**src/rtl/spike_decoder_if.sv**
```systemverilog
// Register-port and pad bundle for the spike decoder peripheral.
interface spike_decoder_if;
  logic [7:0] ui_in;
  logic [7:0] uo_out;
  logic [3:0] address;
  logic       data_write;
  logic [7:0] data_in;
  logic [7:0] data_out;

  modport master (
    output ui_in, address, data_write, data_in,
    input  uo_out, data_out
  );

  modport slave (
    input  ui_in, address, data_write, data_in,
    output uo_out, data_out
  );
endinterface

```
**src/rtl/spike_decoder.sv**
```systemverilog
// Spike train decoder: synchronizes ui_in[0], detects rising edges, and
// measures spike rate per window and inter-spike interval. The decoded level
// is RATE >= THRESH, latched at each window close.
module spike_decoder (
  input  logic            clk,
  input  logic            rst_n,
  spike_decoder_if.slave  bus
);

  localparam logic [3:0] ADDR_CTRL   = 4'h0;
  localparam logic [3:0] ADDR_WINDOW = 4'h1;
  localparam logic [3:0] ADDR_THRESH = 4'h2;
  localparam logic [3:0] ADDR_RATE   = 4'h3;
  localparam logic [3:0] ADDR_ISI    = 4'h4;
  localparam logic [3:0] ADDR_STATUS = 4'h5;
  localparam logic [3:0] ADDR_LIVE   = 4'h6;

  // Input path
  logic sync1_q, sync2_q, prev_q;
  logic edge_det;

  // Architectural state
  logic       en_q,     en_d;
  logic [7:0] window_q, window_d;
  logic [7:0] thresh_q, thresh_d;
  logic [7:0] rate_q,   rate_d;
  logic [7:0] isi_q,    isi_d;
  logic       valid_q,  valid_d;
  logic       level_q,  level_d;
  logic       armed_q,  armed_d;
  logic [7:0] live_q,   live_d;
  logic [7:0] wcnt_q,   wcnt_d;
  logic [7:0] isicnt_q, isicnt_d;
  logic       done_q,   done_d;
  logic       edge_q,   edge_d;

  // Decode helpers
  logic       wr_ctrl, wr_window, wr_thresh, wr_status;
  logic       clr;
  logic       close;
  logic [7:0] live_next;

  logic unused_ui;
  assign unused_ui = ^bus.ui_in[7:1];

  function automatic logic [7:0] sat_inc(input logic [7:0] v);
    return (v == 8'hFF) ? v : v + 8'd1;
  endfunction

  // Two-flop synchronizer plus previous-value flop; runs regardless of EN.
  always_ff @(posedge clk) begin
    if (!rst_n) begin
      sync1_q <= 1'b0;
      sync2_q <= 1'b0;
      prev_q  <= 1'b0;
    end else begin
      sync1_q <= bus.ui_in[0];
      sync2_q <= sync1_q;
      prev_q  <= sync2_q;
    end
  end

  assign edge_det  = sync2_q & ~prev_q;
  assign wr_ctrl   = bus.data_write && (bus.address == ADDR_CTRL);
  assign wr_window = bus.data_write && (bus.address == ADDR_WINDOW);
  assign wr_thresh = bus.data_write && (bus.address == ADDR_THRESH);
  assign wr_status = bus.data_write && (bus.address == ADDR_STATUS);
  assign clr       = wr_ctrl & bus.data_in[1];

  // Next-state: counting, window close, ISI capture, clear and register writes.
  always_comb begin
    en_d      = en_q;
    window_d  = window_q;
    thresh_d  = thresh_q;
    rate_d    = rate_q;
    isi_d     = isi_q;
    valid_d   = valid_q;
    level_d   = level_q;
    armed_d   = armed_q;
    live_d    = live_q;
    wcnt_d    = wcnt_q;
    isicnt_d  = isicnt_q;
    done_d    = 1'b0;
    edge_d    = edge_det;
    close     = 1'b0;
    live_next = edge_det ? sat_inc(live_q) : live_q;

    if (wr_ctrl)   en_d     = bus.data_in[0];
    if (wr_window) window_d = bus.data_in;
    if (wr_thresh) thresh_d = bus.data_in;

    if (clr) begin
      wcnt_d   = '0;
      live_d   = '0;
      isicnt_d = '0;
      rate_d   = '0;
      isi_d    = '0;
      valid_d  = 1'b0;
      level_d  = 1'b0;
      armed_d  = 1'b0;
    end else if (en_q) begin
      close    = (wcnt_q >= window_q);
      isicnt_d = sat_inc(isicnt_q);
      if (edge_det) begin
        // isicnt_q holds cycles-1 since the previous edge, hence the +1.
        if (armed_q) isi_d = sat_inc(isicnt_q);
        armed_d  = 1'b1;
        isicnt_d = '0;
      end
      if (close) begin
        // The edge on the closing cycle belongs to the closing window.
        rate_d  = live_next;
        live_d  = '0;
        wcnt_d  = '0;
        valid_d = 1'b1;
        level_d = (live_next >= thresh_q);
        done_d  = 1'b1;
      end else begin
        live_d = live_next;
        wcnt_d = wcnt_q + 8'd1;
      end
    end

    // A window close in the same cycle outranks the write-1-to-clear.
    if (wr_status && bus.data_in[0] && !close) valid_d = 1'b0;
  end

  // State register with synchronous active-low reset.
  always_ff @(posedge clk) begin
    if (!rst_n) begin
      en_q     <= 1'b0;
      window_q <= 8'd99;
      thresh_q <= 8'd10;
      rate_q   <= '0;
      isi_q    <= '0;
      valid_q  <= 1'b0;
      level_q  <= 1'b0;
      armed_q  <= 1'b0;
      live_q   <= '0;
      wcnt_q   <= '0;
      isicnt_q <= '0;
      done_q   <= 1'b0;
      edge_q   <= 1'b0;
    end else begin
      en_q     <= en_d;
      window_q <= window_d;
      thresh_q <= thresh_d;
      rate_q   <= rate_d;
      isi_q    <= isi_d;
      valid_q  <= valid_d;
      level_q  <= level_d;
      armed_q  <= armed_d;
      live_q   <= live_d;
      wcnt_q   <= wcnt_d;
      isicnt_q <= isicnt_d;
      done_q   <= done_d;
      edge_q   <= edge_d;
    end
  end

  assign bus.uo_out = {5'b0, edge_q, done_q, level_q};

  // Combinational register read mux.
  always_comb begin
    bus.data_out = '0;
    case (bus.address)
      ADDR_CTRL:   bus.data_out = {7'b0, en_q};
      ADDR_WINDOW: bus.data_out = window_q;
      ADDR_THRESH: bus.data_out = thresh_q;
      ADDR_RATE:   bus.data_out = rate_q;
      ADDR_ISI:    bus.data_out = isi_q;
      ADDR_STATUS: bus.data_out = {5'b0, armed_q, level_q, valid_q};
      ADDR_LIVE:   bus.data_out = live_q;
      default:     bus.data_out = '0;
    endcase
  end

endmodule

```
**src/flat_wrapper.sv**
```systemverilog
// flat-port wrapper written by rule: the top's interface ports become plain ports
module spike_decoder_flat 
  (clk, rst_n, bus_ui_in, bus_address, bus_data_write, bus_data_in, bus_uo_out, bus_data_out);
  spike_decoder_if bus_i ();
  input  logic clk;
  input  logic rst_n;
  input wire logic [$bits(bus_i.ui_in)-1:0] bus_ui_in;
  input wire logic [$bits(bus_i.address)-1:0] bus_address;
  input wire logic [$bits(bus_i.data_write)-1:0] bus_data_write;
  input wire logic [$bits(bus_i.data_in)-1:0] bus_data_in;
  output wire logic [$bits(bus_i.uo_out)-1:0] bus_uo_out;
  output wire logic [$bits(bus_i.data_out)-1:0] bus_data_out;
  assign bus_i.ui_in = bus_ui_in;
  assign bus_i.address = bus_address;
  assign bus_i.data_write = bus_data_write;
  assign bus_i.data_in = bus_data_in;
  assign bus_uo_out = bus_i.uo_out;
  assign bus_data_out = bus_i.data_out;
  spike_decoder u_core (.clk(clk), .rst_n(rst_n), .bus(bus_i));
endmodule
```
**config.mk**
```make
export PLATFORM = sky130hd
export DESIGN_NAME = spike_decoder_flat
export DESIGN_NICKNAME = d
export VERILOG_FILES = /design/src/rtl/spike_decoder_if.sv /design/src/rtl/spike_decoder.sv /design/src/flat_wrapper.sv
export SDC_FILE = /design/constraint.sdc
export NUM_CORES = 1
export LEC_CHECK = 0
export BUFFER_PORTS_ARGS = -buffer_cell sky130_fd_sc_hd__buf_2
export CORE_ASPECT_RATIO = 1.5
export CORE_MARGIN = 2
export CORE_UTILIZATION = 58
export CTS_CLUSTER_SIZE = 8
export DETAILED_ROUTE_END_ITERATION = 10
export GPL_TIMING_DRIVEN = 0
export HOLD_SLACK_MARGIN = 0.05
export PLACE_DENSITY = 0.9
export SLEW_MARGIN = 20
export SYNTH_ARGS = -nofsm -noshare
export SYNTH_HDL_FRONTEND = slang
export SYNTH_SLANG_ARGS = --single-unit
```
**constraint.sdc**
```tcl
create_clock -name clk -period 2.85 [get_ports clk]
set_clock_uncertainty 0.05 [all_clocks]
set_input_delay 0.4275 -clock clk [delete_from_list [all_inputs] [get_ports clk]]
set_output_delay 0.4275 -clock clk [all_outputs]
set_load 0.03 [all_outputs]
```
==> results.tsv <==
metric	value	unit
fin_crit	2714	ps
hold_ws	232.7	ps
routed_wl	10290	um
critPathKind	primary input to output port	
core_area	0.005828	sq mm
fin_crit_sh	95.23	%
num_rows	34	
cts-root-buf	clkbuf_8	
arrival	2240	ps
diodes	0	
hold_viol	0	
grt_pass1_vias	3387	
grtUsageMet2	52.34	%
yosysWarnings	0	
cts_buffers	9	
synth_edf_count	0	
use_met3	6.900	%
setup_ws	136.0	ps
slew_headroom	39.96	%
wl_per_cell	18.02	um
use_met1	37.35	%
drc	0	
seqCellArea	0.001301	sq mm
ys_seq_area_share	37.10	%
grt_pass1_wl	16540	um
grt_max_degree	13	
drt_iter0_markers	475	
num_vias	3658	
ys_types	45	
place_congestion	0.9845	
antenna_found_initial	0	
busiest_layer	met2	
hold_path.class	primary input to flop	
tightest_slew	893.7	ps
gr-total-overflow	0	
grt_util_all_layers	33.05	%
cts_tree	yes	
fin_nets	536	
irDropWorstVdd	0.0003616	V
area_growth	13.49	%
first_pass_iters	5	
clk_transition_reported_paths	70	ps
cp-start-kind	primary input	
fin_area	0.003980	sq mm
postSynth.asyncResetShare	0	%
ios	39	
cts_sinks	65	
start_util	60.18	%
dpl.hpwl	7517	um
placedInstanceArea	0.003742	sq mm
htree_levels	3	
cts_max_path_buffers	2	
die_h	99.24	um
ys_seq_elements	65	
vias_per_cell	6.406	
p_leak	0.001562	uW
postLayoutCoreUtil	68.29	%
reg2reg_depth	9	
cap_viol_max_count	0	
die_w	67.49	um
fin_setup_tns	0	ps
cp.required	2370	ps
crit_fanout	10	
rsz0062_at_grt	false	
fmax	0.3685	GHz
finalMaxSlewViolations	0	
dieArea	0.006697	sq mm
crit_path_end_kind	output port	
synth_area	0.003507	sq mm
powerDensity	486.8	mW/mm^2
fillers	466	
multi_input_area	0.002004	sq mm
setup_viol	0	
numPortBuffers	26	
cts_setup_buffers	0	
clock_latency	360	ps
synthCells	454	
ant_nets	0	
status	finished clean	
synthFlopType	dfxtp_1	
dp_slack	12.45	ps
min_path_cells	2	
syn_avg_cell_area	7.725	sq um
drive_above_1_share	12.83	%
## state kept, by name (all words and copies together), names as in the netlist
| signal | cells |
|---|---|
| u_core.sync1_q | 1 |
| u_core.sync2_q | 1 |
| u_core.edge_q | 1 |
| u_core.window_q | 8 |
| u_core.done_q | 1 |
| u_core.en_q | 1 |
| u_core.valid_q | 1 |
| u_core.live_q | 8 |
| u_core.isi_q | 8 |
| u_core.thresh_q | 8 |
| u_core.rate_q | 8 |
| u_core.isicnt_q | 8 |
| u_core.level_q | 1 |
| u_core.prev_q | 1 |
| u_core.armed_q | 1 |
| u_core.wcnt_q | 8 |
## power breakdown
group | switching, uW | internal (uW)
clock network | 372 | 517
logic | 85.9 | 37.5
registers | 9.72 | 916
## layout by cell type (no fill, tap or decap), drive strengths merged, types with 2 or more instances in the layout
| cell | synthesis | routed |
|---|---|---|
| o31a | 2 | 2 |
| clkinvlp | 0 | 3 |
| xnor2 | 5 | 5 |
| a21oi | 55 | 55 |
| nor2b | 2 | 2 |
| nand3 | 54 | 54 |
| ha | 19 | 19 |
| o21ai | 14 | 14 |
| a222oi | 5 | 5 |
| xor2 | 3 | 3 |
| o211ai | 7 | 7 |
| conb | 1 | 5 |
| mux2i | 4 | 4 |
| nor2 | 24 | 24 |
| a21o | 4 | 4 |
| dfxtp | 65 | 65 |
| bufinv | 0 | 2 |
| buf | 13 | 39 |
| nor4 | 2 | 2 |
| and2 | 3 | 3 |
| nor3 | 20 | 20 |
| a22oi | 14 | 14 |
| and3 | 6 | 6 |
| nand4 | 4 | 4 |
| or2 | 4 | 4 |
| inv | 21 | 21 |
| nand2 | 59 | 59 |
| a31oi | 3 | 3 |
| nand2b | 5 | 5 |
| a211oi | 7 | 7 |
| clkbuf | 18 | 27 |
## worst max-delay path, stage by stage
cell and delay, ps:
buf_2 140, nand2b_1 200, nor3_2 480, clkbuf_1 440, a22oi_1 170, nand3_1 160, buf_2 210
## area by class of cell
cell class              count  area share, %
plain buffers              30          3.678
flip-flops and latches     65          32.69
well taps                  72          2.263
inverters                  21          1.981
clock inverters             6          2.295
clock buffers              10          3.458
multi-input cells         341          50.36
repair buffers             26          3.269
## path summary, 6_finish.rpt
path	start	end	slack, ps
worst max-delay path	bus_address[0]	bus_data_out[2]	140
worst max register to register	u_core.prev_q	u_core.level_q	190
worst min register to register	u_core.sync1_q	u_core.sync2_q	390
worst min-delay path	bus_ui_in[0]	u_core.sync1_q	230
## timing repair
item,in CTS,in global routing
pin swaps,0,0
hold buffers,0,0
gates resized for setup,1,2
setup endpoints to repair,1,3
## cell families (layout without fill, tap and decap cells)
logic type,after synthesis,count (layout),share of synthesized area [%]
fa+ha+maj,19,19,6.779
xor+xnor,8,8,1.998
buf+inv,52,93,6.529
simple gates,188,188,25.51
compound gates,116,116,20.51
flops,65,65,37.10
mux,5,5,1.463
other cells,1,5,0.1069
## per-layer routing
layer,share of wire (%),wire [um],vias to the layer above
met2,48,4930,216
met1,36,3686,1677
met5,0,0,-
met4,8.7,898,0
met3,7.5,775,67
li1,-,-,1698
## synth_stat cells, types with 3 or more instances
| master | n | share of area [%] |
|---|---|---|
| nor3_1 | 19 | 2.7 |
| inv_1 | 21 | 2.2 |
| a222oi_1 | 5 | 1.4 |
| o211ai_1 | 7 | 1.5 |
| ha_1 | 19 | 6.8 |
| mux2i_1 | 4 | 1.1 |
| xor2_1 | 3 | 0.75 |
| and3_1 | 6 | 1.1 |
| dfxtp_1 | 65 | 37 |
| nand4_1 | 4 | 0.71 |
| clkbuf_1 | 18 | 1.9 |
| nand2b_1 | 5 | 0.89 |
| a22oi_1 | 14 | 3.0 |
| a21oi_1 | 55 | 7.8 |
| a211oi_1 | 7 | 1.5 |
| buf_4 | 8 | 1.7 |
| and2_1 | 3 | 0.54 |
| o21ai_0 | 13 | 1.9 |
| nand3_1 | 54 | 7.7 |
| nand2_1 | 59 | 6.3 |
| or2_2 | 4 | 0.71 |
| xnor2_1 | 5 | 1.2 |
| buf_2 | 3 | 0.43 |
| nor2_1 | 24 | 2.6 |
| a21o_1 | 4 | 0.86 |
## per-stage QoR
step	power, uW	std cells
after floorplan	1019	458
after global placement	1059	556
after detailed placement	1063	556
after CTS	1946	572
after global routing	1997	571
final	1938	571
Power figures use the tool's default switching activity.
